$ cat src/rtl/vram_arb.sv
// Two-port (CPU/DMA) arbiter in front of a single-port synchronous VRAM.
// Define VRAM_ARB_RR_EN for round-robin with DMA burst limit; default is CPU strict priority.
module vram_arb #(
    parameter int unsigned DMA_BURST = 4
) (
    input  logic        clk,
    input  logic        reset,
    input  logic        cpu_req,
    input  logic [12:0] cpu_addr,
    input  logic [31:0] cpu_wrdata,
    input  logic [7:0]  cpu_wrsel,
    input  logic        cpu_wren,
    output logic        cpu_ack,
    output logic [31:0] cpu_rddata,
    input  logic        dma_req,
    input  logic [12:0] dma_addr,
    input  logic [31:0] dma_wrdata,
    input  logic [7:0]  dma_wrsel,
    input  logic        dma_wren,
    output logic        dma_ack,
    output logic [31:0] dma_rddata,
    output logic [12:0] vram_addr,
    output logic [31:0] vram_wrdata,
    output logic [7:0]  vram_wrsel,
    output logic        vram_wren,
    input  logic [31:0] vram_rddata,
    output logic        busy
);

    typedef enum logic [1:0] {StIdle, StGrant, StResp} state_e;

    state_e      state_q, state_d;
    // Current/last-served requester: 1 = DMA, 0 = CPU.
    logic        owner_q, owner_d;
    logic [12:0] vram_addr_q, vram_addr_d;
    logic [31:0] vram_wrdata_q, vram_wrdata_d;
    logic [7:0]  vram_wrsel_q, vram_wrsel_d;
    logic        vram_wren_q, vram_wren_d;
    logic        grant_go;
    logic        grant_dma;
    logic        pick_dma;
    logic        other_req;

`ifdef VRAM_ARB_RR_EN
    localparam logic [2:0] BurstMax = 3'(DMA_BURST);
    logic [2:0] burst_q, burst_d;

    always_comb begin
        if (cpu_req && dma_req) begin
            pick_dma = !owner_q && (burst_q < BurstMax);
        end else begin
            pick_dma = dma_req;
        end
        other_req = owner_q ? cpu_req : dma_req;
    end

    always_comb begin
        burst_d = burst_q;
        if (grant_go) begin
            if (!grant_dma) begin
                burst_d = 3'd0;
            end else if (burst_q < BurstMax) begin
                burst_d = burst_q + 3'd1;
            end
        end
    end

    always_ff @(posedge clk or posedge reset) begin
        if (reset) begin
            burst_q <= 3'd0;
        end else begin
            burst_q <= burst_d;
        end
    end
`else
    always_comb begin
        pick_dma = !cpu_req;
        // A pending CPU request blocks the DMA hand-over; re-arbitrate from idle instead.
        other_req = owner_q ? cpu_req : (dma_req && !cpu_req);
    end
`endif

    always_comb begin
        state_d   = state_q;
        grant_go  = 1'b0;
        grant_dma = owner_q;
        case (state_q)
            StIdle: begin
                if (cpu_req || dma_req) begin
                    state_d   = StGrant;
                    grant_go  = 1'b1;
                    grant_dma = pick_dma;
                end
            end
            StGrant: state_d = StResp;
            StResp: begin
                if (other_req) begin
                    state_d   = StGrant;
                    grant_go  = 1'b1;
                    grant_dma = !owner_q;
                end else begin
                    state_d = StIdle;
                end
            end
            default: state_d = StIdle;
        endcase
    end

    always_comb begin
        owner_d       = owner_q;
        vram_addr_d   = vram_addr_q;
        vram_wrdata_d = vram_wrdata_q;
        vram_wrsel_d  = vram_wrsel_q;
        vram_wren_d   = 1'b0;
        if (grant_go) begin
            owner_d       = grant_dma;
            vram_addr_d   = grant_dma ? dma_addr : cpu_addr;
            vram_wrdata_d = grant_dma ? dma_wrdata : cpu_wrdata;
            vram_wrsel_d  = grant_dma ? dma_wrsel : cpu_wrsel;
            vram_wren_d   = grant_dma ? dma_wren : cpu_wren;
        end
    end

    always_ff @(posedge clk or posedge reset) begin
        if (reset) begin
            state_q       <= StIdle;
            owner_q       <= 1'b1;
            vram_addr_q   <= '0;
            vram_wrdata_q <= '0;
            vram_wrsel_q  <= '0;
            vram_wren_q   <= 1'b0;
        end else begin
            state_q       <= state_d;
            owner_q       <= owner_d;
            vram_addr_q   <= vram_addr_d;
            vram_wrdata_q <= vram_wrdata_d;
            vram_wrsel_q  <= vram_wrsel_d;
            vram_wren_q   <= vram_wren_d;
        end
    end

    always_comb begin
        busy        = (state_q != StIdle);
        cpu_ack     = (state_q == StResp) && !owner_q;
        dma_ack     = (state_q == StResp) && owner_q;
        cpu_rddata  = cpu_ack ? vram_rddata : 32'd0;
        dma_rddata  = dma_ack ? vram_rddata : 32'd0;
        vram_addr   = vram_addr_q;
        vram_wrdata = vram_wrdata_q;
        vram_wrsel  = vram_wrsel_q;
        vram_wren   = vram_wren_q;
    end

endmodule

$ cat config.mk
export PLATFORM = sky130hd
export DESIGN_NAME = vram_arb
export DESIGN_NICKNAME = d
export VERILOG_FILES = /design/src/rtl/vram_arb.sv
export SDC_FILE = /design/constraint.sdc
export NUM_CORES = 1
export LEC_CHECK = 0
export BUFFER_PORTS_ARGS = -buffer_cell sky130_fd_sc_hd__buf_2
export CORE_AREA = 3 3 101 103
export CTS_CLUSTER_DIAMETER = 80
export DETAILED_ROUTE_END_ITERATION = 8
export DIE_AREA = 0 0 104 106
export PLACE_DENSITY = 0.81
export SETUP_SLACK_MARGIN = 0.05
export SLEW_MARGIN = 30
export SYNTH_ARGS = -nofsm -noshare
export SYNTH_HDL_FRONTEND = slang
export SYNTH_SLANG_ARGS = --single-unit
$ cat constraint.sdc
create_clock -name clk -period 2.7 [get_ports clk]
set_input_delay 0.405 -clock clk [delete_from_list [all_inputs] [get_ports clk]]
set_output_delay 0.405 -clock clk [all_outputs]
set_load 0.1 [all_outputs]
## Word level (Yosys, flattened, before mapping)

Cells that the tools add are included.

- Eq/ne operators: 3
- Muxes and demuxes: 17
- Reductions and logical operators: 8

Operators with widths:

| cell | number |
|---|---|
| 32-bit two-way mux | 3 |
| 13-bit two-way mux | 1 |
| 1-bit two-way mux | 8 |
| 8-bit two-way mux | 1 |
| 2-bit one-hot mux with 3 select lines | 1 |
| 1-bit one-hot mux with 2 select lines | 2 |
| 1-bit logical AND | 3 |
| 2-bit by 1-bit == test with 1-bit output (second input constant) | 1 |
| 2-bit == test (second input constant) | 1 |
| 1-bit logical NOT | 2 |
| 2-bit logical NOT | 1 |
| 2-bit two-way mux | 1 |
| 2-bit inequality test (second input constant) | 1 |
| 2-bit nonzero test | 1 |
| 1-bit logical OR | 1 |

- Register bits after elaboration: 57
- Input bits: 144
- Word-level logic and storage cells: 34

## Depth between registers and ports, before layout

Gate-level depths: netlist (run 1).

- Word-level depth: 7
- Mapped depth: 6

## Worst setup path after synthesis (run 1)

No wires, ideal clock.

- Path type: register -> output
- Start: reg state_q[0]
- End: out cpu_rddata[22]
- Arrival: 2.701 ns
- Data required time: 2.295 ns
- Setup slack: -0.406 ns
- Cell stages (with the launch flop): 4
- Path through: dfrtp_1 > nor3b_1 > clkbuf_1 > and2_1

- Cells in the longest elaborated chain, start to end: 3

Ends and longest elaborated chain:

| what | line | text |
|---|---|---|
| start, declared | 32 | `state_e state_q, state_d;` |
| start signal, assigned | 126 | `state_q <= StIdle;` |
| start signal, assigned | 133 | `state_q <= state_d;` |
| 2-bit == test | 144 | `cpu_ack = (state_q == StResp) && !owner_q;` |
| 1-bit logical AND | 144 |  |
| via cpu_ack | 13 | `output logic cpu_ack,` |
| 32-bit two-way mux | 146 | `cpu_rddata = cpu_ack ? vram_rddata : 32'd0;` |
| end, declared | 14 | `output logic [31:0] cpu_rddata,` |

The timed path passes the listed nets, and every way through them passes these cells.

## Final worst setup path (run 1)

- Start: reg owner_q
- End: out dma_rddata[8]

- Cells in the longest elaborated chain, start to end: 2

Ends and longest elaborated chain:

| what | line | text |
|---|---|---|
| start, declared | 34 | `logic owner_q, owner_d;` |
| start signal, assigned | 134 | `owner_q <= owner_d;` |
| 1-bit logical AND | 145 | `dma_ack = (state_q == StResp) && owner_q;` |
| 32-bit two-way mux | 147 | `dma_rddata = dma_ack ? vram_rddata : 32'd0;` |
| end, declared | 21 | `output logic [31:0] dma_rddata,` |

Every way passes these cells.

==> impl_metrics.json, run 1 <==
{
  "io_buffers": 264,
  "final_nets": 774,
  "hold_viol": 0,
  "hold_path.class": "primary input to asynchronous set/reset pin",
  "cts-buffers-inserted": 9,
  "max_freq_mhz": 427,
  "grt_max_degree": 72,
  "gr-total-overflow": 0,
  "core_area_um2": 9280,
  "gp_congestion": 0.831,
  "wl_per_cell_um": 13.2,
  "ys.warnings.count": 0,
  "die_w_um": 104,
  "wl_mm": 10.1,
  "cts_setup_buffers": 0,
  "critPathKind": "flop to output pin",
  "maxSlewHeadroom": 0.513,
  "synth_cells": 375,
  "die_h_um": 106,
  "path_clk_slew_ps": 80,
  "postCtsResizedCells": 0,
  "dpl.cell_count": 748,
  "drt.antenna.violating_nets": 0,
  "maxSlewViolCount": 0,
  "rows": 35,
  "dr.pass1.iters": 5,
  "fillers": 898,
  "htreeDepth": 3,
  "syn_area_per_cell_um2": 7.96,
  "syn_area_um2": 2980,
  "synthTopCellsByCount": "nand2_1 (108), and2_1 (64), dfrtp_1 (56), nor2_1 (54), a31oi_1 (53)",
  "grt_pass1_wl_mm": 15.9,
  "worst_pin_slew_ps": 730,
  "diodes": 0,
  "area_delta_synth_final_pct": 55.7,
  "drive_gt1_frac": 0.463,
  "grt_pass1_vias": 3184,
  "status": "complete, no violations",
  "skew_ps": 6.15,
  "synth_ff_type": "dfrtp_1",
  "dr_total_vias": 3461,
  "clock-root-buffer": "clkbuf_8",
  "period_minus_slack_ps": 2340,
  "ioPinCount": 265,
  "clk_latency_ps": 330,
  "worst_setup_path_end_kind": "output pin",
  "holdBufCountCts": 0,
  "startpoint_type": "flop",
  "initial_core_util": 0.321,
  "grt_usage": 0.174,
  "synth_edf_count": 0,
  "synth_largest_area_cell": "dfrtp_1",
  "cp_max_fo": 33,
  "drtIter0Drc": 166,
  "syn_nets": 519,
  "cts_tree": "yes",
  "antenna_found_initial": 0,
  "required_ps": 2300,
  "layoutNonFillerInstCount": 764,
  "ys_types": 19,
  "synth_most_common_cell": "nand2_1",
  "async_flop_share": 1.00,
  "synth.top_cell.area_share": 0.470,
  "max_cap_viol_count": 0,
  "ys_ff_latch": 57,
  "ys_seq_area_frac": 0.478,
  "route.detailed.drc": 0,
  "fin_crit_sh": 0.867,
  "setup_viol": 0,
  "rsz0062_at_grt": "no",
  "cts_buffer_depth": 2,
  "viasPerCell": 4.53,
  "crit_arrival_ps": 1940,
  "clkSinkCount": 57,
  "tns_ps": 0,
  "ys_top_cells_by_area": "dfrtp_1 (47%), nand2_1 (14%), and2_1 (13%), a31oi_1 (11%), nor2_1 (6.8%)",
  "die_area_um2": 11000,
  "hpwl_mm": 7.88
}
kinds of logic after synthesis:
kind of cell / count (synthesis) / synth area share
compound gates: 56 / 0.123
buf+inv: 29 / 0.0436
xor+xnor: 1 / 0.00294
simple gates: 232 / 0.352
flops: 57 / 0.478
critical path: stages (launching register included):
cell and delay, ps:
dfstp_2 590, and3b_1 160, buf_4 250, and2_1 170, buf_2 420
layer usage:
layer	up-vias	global-route usage	part of all wire
met2	158	0.308	0.52
met1	1573	0.207	0.40
met3	6	0.0540	0.066
met5	-	0	0
met4	0	0.0418	0.0095
li1	1724	-	-
sequential cells by signal, indices dropped and copies added (netlist names):
name and cells:
vram_wren 1, vram_wrdata 32, state_q 2, owner_q 1, vram_addr 13, vram_wrsel 8
final timing paths:
kind | start | slack (ps) | cells after the start | to
worst min-delay path | reset | 280 | 3 | vram_wrdata[15]$_DFFE_PP0P_
min in group clk | cpu_wren | 310 | 3 | vram_wren$_DFF_PP0_
worst max-delay path | owner_q$_DFFE_PP1P_ | 360 | 4 | dma_rddata[8]
worst min register to register | state_q[1]$_DFFE_PP0P_ | 540 | 1 | state_q[1]$_DFFE_PP0P_
worst max register to register | owner_q$_DFFE_PP1P_ | 790 | 5 | vram_wrdata[25]$_DFFE_PP0P_
max in group asynchronous | reset | 1940 | 3 | vram_addr[6]$_DFFE_PP0P_
final cells by class:
| type | instances | area [µm²] | area share |
|---|---|---|---|
| inverters | 2 | 7.51 | 0.00162 |
| multi-input cells | 289 | 1440 | 0.310 |
| well taps | 129 | 161 | 0.0347 |
| clock buffers | 9 | 124 | 0.0267 |
| clock inverters | 7 | 101 | 0.0218 |
| flip-flops and latches | 57 | 1430 | 0.307 |
| repair buffers | 271 | 1390 | 0.298 |
placed cells by master (no fill, tap or decap), drive strengths merged:
master,n
a211oi,1
a21boi,1
a31oi,53
and2,64
and3b,1
buf,271
bufinv,2
clkbuf,9
clkinv,1
clkinvlp,2
dfrtp,56
dfstp,1
inv,4
nand2,108
nand2b,1
nor2,54
nor2b,2
nor3b,1
o21ai,1
or2,1
xor2,1
metrics by stage:
stage | hold WS [ps] | setup slack, ps | cell area (µm²) | util
after floorplan | 492 | 57.9 | 2990 | -
after global placement | 517 | 781 | 4420 | 0.476
after detailed placement | 530 | 722 | 4420 | 0.476
after CTS | 284 | 340 | 4650 | 0.501
after global routing | 290 | 239 | 4650 | 0.501
final | 276 | 358 | 4650 | 0.501
Power of run 1 is not shown: default switching activity piles up to over one toggle a cycle in this logic, so the estimate is an artifact.
==> run 2: changes to the inputs <==
--- a/config.mk
+++ b/config.mk
@@ -6,11 +6,12 @@
 export NUM_CORES = 1
 export LEC_CHECK = 0
 export BUFFER_PORTS_ARGS = -buffer_cell sky130_fd_sc_hd__buf_2
-export CORE_AREA = 3 3 101 103
+export CORE_AREA = 3 3 102 104
+export CTS_BUF_LIST = sky130_fd_sc_hd__clkbuf_8
 export CTS_CLUSTER_DIAMETER = 80
 export DETAILED_ROUTE_END_ITERATION = 8
-export DIE_AREA = 0 0 104 106
-export PLACE_DENSITY = 0.81
+export DIE_AREA = 0 0 105 107
+export PLACE_DENSITY = 0.8
 export SETUP_SLACK_MARGIN = 0.05
 export SLEW_MARGIN = 30
 export SYNTH_ARGS = -nofsm -noshare
==> impl_metrics.json, run 2 (same netlist as run 1, synthesis figures left out) <==
{
  "status": "complete, no violations",
  "crit_arrival_ps": 1920,
  "wl_per_cell_um": 13.1,
  "clock-root-buffer": "clkbuf_8",
  "skew_ps": 7.49,
  "mostFrequentLayoutCell": "buf_2",
  "required_ps": 2300,
  "die_area_um2": 11200,
  "cts_buffer_depth": 2,
  "setup_viol": 0,
  "drive_gt1_frac": 0.464,
  "diodes": 0,
  "gr-total-overflow": 0,
  "max_freq_mhz": 430,
  "clk_latency_ps": 330,
  "placed_area_um2": 4450,
  "wl_mm": 10.1,
  "grt_usage": 0.172,
  "period_minus_slack_ps": 2330,
  "cp_max_fo": 33,
  "grt_max_degree": 78,
  "die_w_um": 105,
  "io_buffers": 264,
  "maxSlewViolCount": 0,
  "area_delta_synth_final_pct": 55.8,
  "rsz0062_at_grt": "no",
  "max_cap_viol_count": 0,
  "mostFrequentLayoutCells": "buf_2 (264), nand2_1 (108), and2_1 (64), dfrtp_1 (56), nor2_1 (54)",
  "drtIter0Drc": 224,
  "initial_core_util": 0.310,
  "worst_setup_path_end_kind": "output pin",
  "gp_congestion": 0.768,
  "hold_path.class": "primary input to asynchronous set/reset pin",
  "maxSlewHeadroom": 0.568,
  "hpwl_mm": 7.85,
  "largest_reg_flops": 32,
  "htreeDepth": 3,
  "viasPerCell": 4.41,
  "final_area_um2": 4650,
  "grt_pass1_vias": 3115,
  "postCtsResizedCells": 0,
  "dr_total_vias": 3394,
  "route.detailed.drc": 0,
  "fin_crit_sh": 0.861,
  "tns_ps": 0,
  "cts_setup_buffers": 0,
  "drt.antenna.violating_nets": 0,
  "die_h_um": 107,
  "path_clk_slew_ps": 80,
  "antenna_found_initial": 0,
  "clkSinkCount": 57,
  "startpoint_type": "flop",
  "rows": 36,
  "cts-buffers-inserted": 9,
  "final_nets": 775,
  "hold_viol": 0,
  "ioPinCount": 265,
  "grt_pass1_wl_mm": 15.6,
  "worst_pin_slew_ps": 647,
  "dr.pass1.iters": 4,
  "cts_tree": "yes",
  "critPathKind": "flop to output pin",
  "core_area_um2": 9640,
  "holdBufCountCts": 0,
  "fillers": 999
}
run 2: cell count changes in the layout (fill, tap and decap cells not counted), sizes merged:
cell	change
buf	+1
clkinvlp	+2
clkinv	-1
bufinv	-1
run 2: critical path, cell delays in order, from the launching register on:
cell and delay (ps):
dfstp_2 590, and3b_1 160, buf_4 250, and2_1 170, buf_2 430
run 2: metal layers:
layer	vias up	global-route usage	wire length (µm)
met5	-	0	0
met4	0	0.0422	72
met3	6	0.0584	845
met2	143	0.307	5180
met1	1516	0.199	3970
li1	1729	-	-
run 2: worst paths after layout:
path	startpoint	endpoint	slack [ps]	cells after the start
setup reg to reg	owner_q$_DFFE_PP1P_	vram_wrdata[15]$_DFFE_PP0P_	990	5
setup / recovery	owner_q$_DFFE_PP1P_	dma_rddata[24]	370	4
hold reg to reg	vram_addr[7]$_DFFE_PP0P_	vram_addr[7]$_DFFE_PP0P_	540	2
min in group clk	cpu_wrdata[2]	vram_wrdata[2]$_DFFE_PP0P_	320	3
max in group asynchronous	reset	owner_q$_DFFE_PP1P_	1810	3
hold / removal	reset	vram_wrdata[11]$_DFFE_PP0P_	160	2
run 2: per-stage QoR:
stage               instances  utilization  setup slack, ps  hold WS, ps
floorplan                 375            -             57.9          492
global route              769        0.482              236          206
detailed placement        753        0.461              705          536
finish                    769        0.482              375          162
CTS                       769        0.482              332          172
global placement          753        0.461              763          521
run 2: cell type report:
class                   count  area, µm²  share of cell area
clock buffers               9        124              0.0266
clock inverters             7       77.6              0.0167
inverters                   2       7.51             0.00162
multi-input cells         289       1440               0.310
flip-flops and latches     57       1430               0.307
well taps                 133        166              0.0358
repair buffers            272       1410               0.303
Power of run 2 is left out for the same reason.
==> run 3: changes to the inputs <==
--- a/config.mk
+++ b/config.mk
@@ -11,7 +11,8 @@
 export CTS_CLUSTER_DIAMETER = 80
 export DETAILED_ROUTE_END_ITERATION = 8
 export DIE_AREA = 0 0 105 107
-export PLACE_DENSITY = 0.8
+export PLACE_DENSITY = 0.75
+export RECOVER_POWER = 50
 export SETUP_SLACK_MARGIN = 0.05
 export SLEW_MARGIN = 30
 export SYNTH_ARGS = -nofsm -noshare
==> impl_metrics.json, run 3 (same netlist as run 1, synthesis figures left out) <==
{
  "htreeDepth": 3,
  "max_cap_viol_count": 0,
  "cts_buffer_depth": 2,
  "initial_core_util": 0.310,
  "largest_reg_flops": 32,
  "ff2ff_setup_slack_ps": 440,
  "drtIter0Drc": 181,
  "cts-buffers-inserted": 9,
  "setup_viol": 0,
  "max_freq_mhz": 417,
  "clock-root-buffer": "clkbuf_8",
  "fillers": 1002,
  "status": "complete, no violations",
  "gp_congestion": 0.821,
  "grt_pass1_vias": 3177,
  "tns_ps": 0,
  "drive_gt1_frac": 0.369,
  "die_h_um": 107,
  "hold_viol": 0,
  "dr_total_vias": 3442,
  "gr-total-overflow": 0,
  "postCtsResizedCells": 0,
  "die_area_um2": 11200,
  "clk_latency_ps": 330,
  "die_w_um": 105,
  "maxSlewHeadroom": 0.168,
  "critPathKind": "flop to output pin",
  "r2r-end": "vram_wrsel[6]$_DFFE_PP0P_",
  "regArea_um2": 1430,
  "period_minus_slack_ps": 2400,
  "area_delta_synth_final_pct": 53.9,
  "cts_tree": "yes",
  "startpoint_type": "flop",
  "critPathLaunch": "owner_q$_DFFE_PP1P_",
  "diodes": 0,
  "maxSlewViolCount": 0,
  "rsz0062_at_grt": "no",
  "final_nets": 773,
  "path_clk_slew_ps": 70,
  "hold_path.class": "primary input to asynchronous set/reset pin",
  "worst_setup_path_end_kind": "output pin",
  "io_buffers": 264,
  "fin_crit_sh": 0.889,
  "skew_ps": 9.40,
  "ioPinCount": 265,
  "grt_usage": 0.178,
  "rr_worst_depth": 4,
  "hpwl_mm": 7.91,
  "dr.pass1.iters": 4,
  "mostFrequentLayoutCells": "buf_2 (210), nand2_1 (108), and2_1 (64), dfrtp_1 (56)",
  "grt_pass1_wl_mm": 16.2,
  "mostFrequentLayoutCell": "buf_2",
  "grt_max_degree": 109,
  "cp_max_fo": 33,
  "clkSinkCount": 57,
  "crit_arrival_ps": 1990,
  "multi_input_area_um2": 1440,
  "drt.antenna.violating_nets": 0,
  "wl_mm": 10.4,
  "worst_pin_slew_ps": 1250,
  "holdBufCountCts": 0,
  "required_ps": 2300,
  "core_area_um2": 9640,
  "route.detailed.drc": 0,
  "wl_per_cell_um": 13.6,
  "rows": 36,
  "reg2reg_from": "owner_q$_DFFE_PP1P_",
  "cts_setup_buffers": 0,
  "cp-endpoint": "dma_rddata[21]",
  "antenna_found_initial": 0,
  "viasPerCell": 4.49
}
-- run 3: stage by stage --
step                hold WS [ps]   util  cells  instance area, µm²  setup WS (ps)
floorplan                    492      -    375                2990           57.9
global placement             459  0.460    751                4430            778
detailed placement           462  0.460    751                4430            721
CTS                         81.1  0.485    767                4680            353
global route                 293  0.477    767                4590            199
finish                       240  0.477    767                4590            301
-- run 3: worst min-delay path by stage --
stage	startpoint	to	slack, ps	cells past startpoint
finish	reset	vram_wrsel[4]$_DFFE_PP0P_	240	2
floorplan	state_q[1]$_DFFE_PP0P_	state_q[1]$_DFFE_PP0P_	490	1
detailed placement	reset	vram_wrsel[4]$_DFFE_PP0P_	460	2
global placement	reset	vram_wrsel[4]$_DFFE_PP0P_	460	2
CTS	reset	vram_wrsel[4]$_DFFE_PP0P_	80	2
global route	cpu_wren	vram_wren$_DFF_PP0_	290	3
-- run 3: layer usage --
layer,vias up,track usage,share of wire
met1,1533,0.218,0.42
met4,0,0.0572,0.015
met5,-,0,0
met2,164,0.306,0.48
li1,1726,-,-
met3,19,0.0464,0.080
-- run 3: critical path, cell delays in order (launching register included) --
cell	delay (ps)
dfstp_1	630
and3b_1	190
buf_4	260
and2_1	170
buf_2	420
-- run 3: cell type report --
cell class / count / share of cell area
Multi-Input combinational cell: 289 / 0.313
Sequential cell: 57 / 0.311
Timing Repair Buffer: 270 / 0.285
Tap cell: 133 / 0.0362
Clock buffer: 10 / 0.0300
Clock inverter: 6 / 0.0232
Inverter: 2 / 0.00163
Power of run 3 is left out for the same reason.
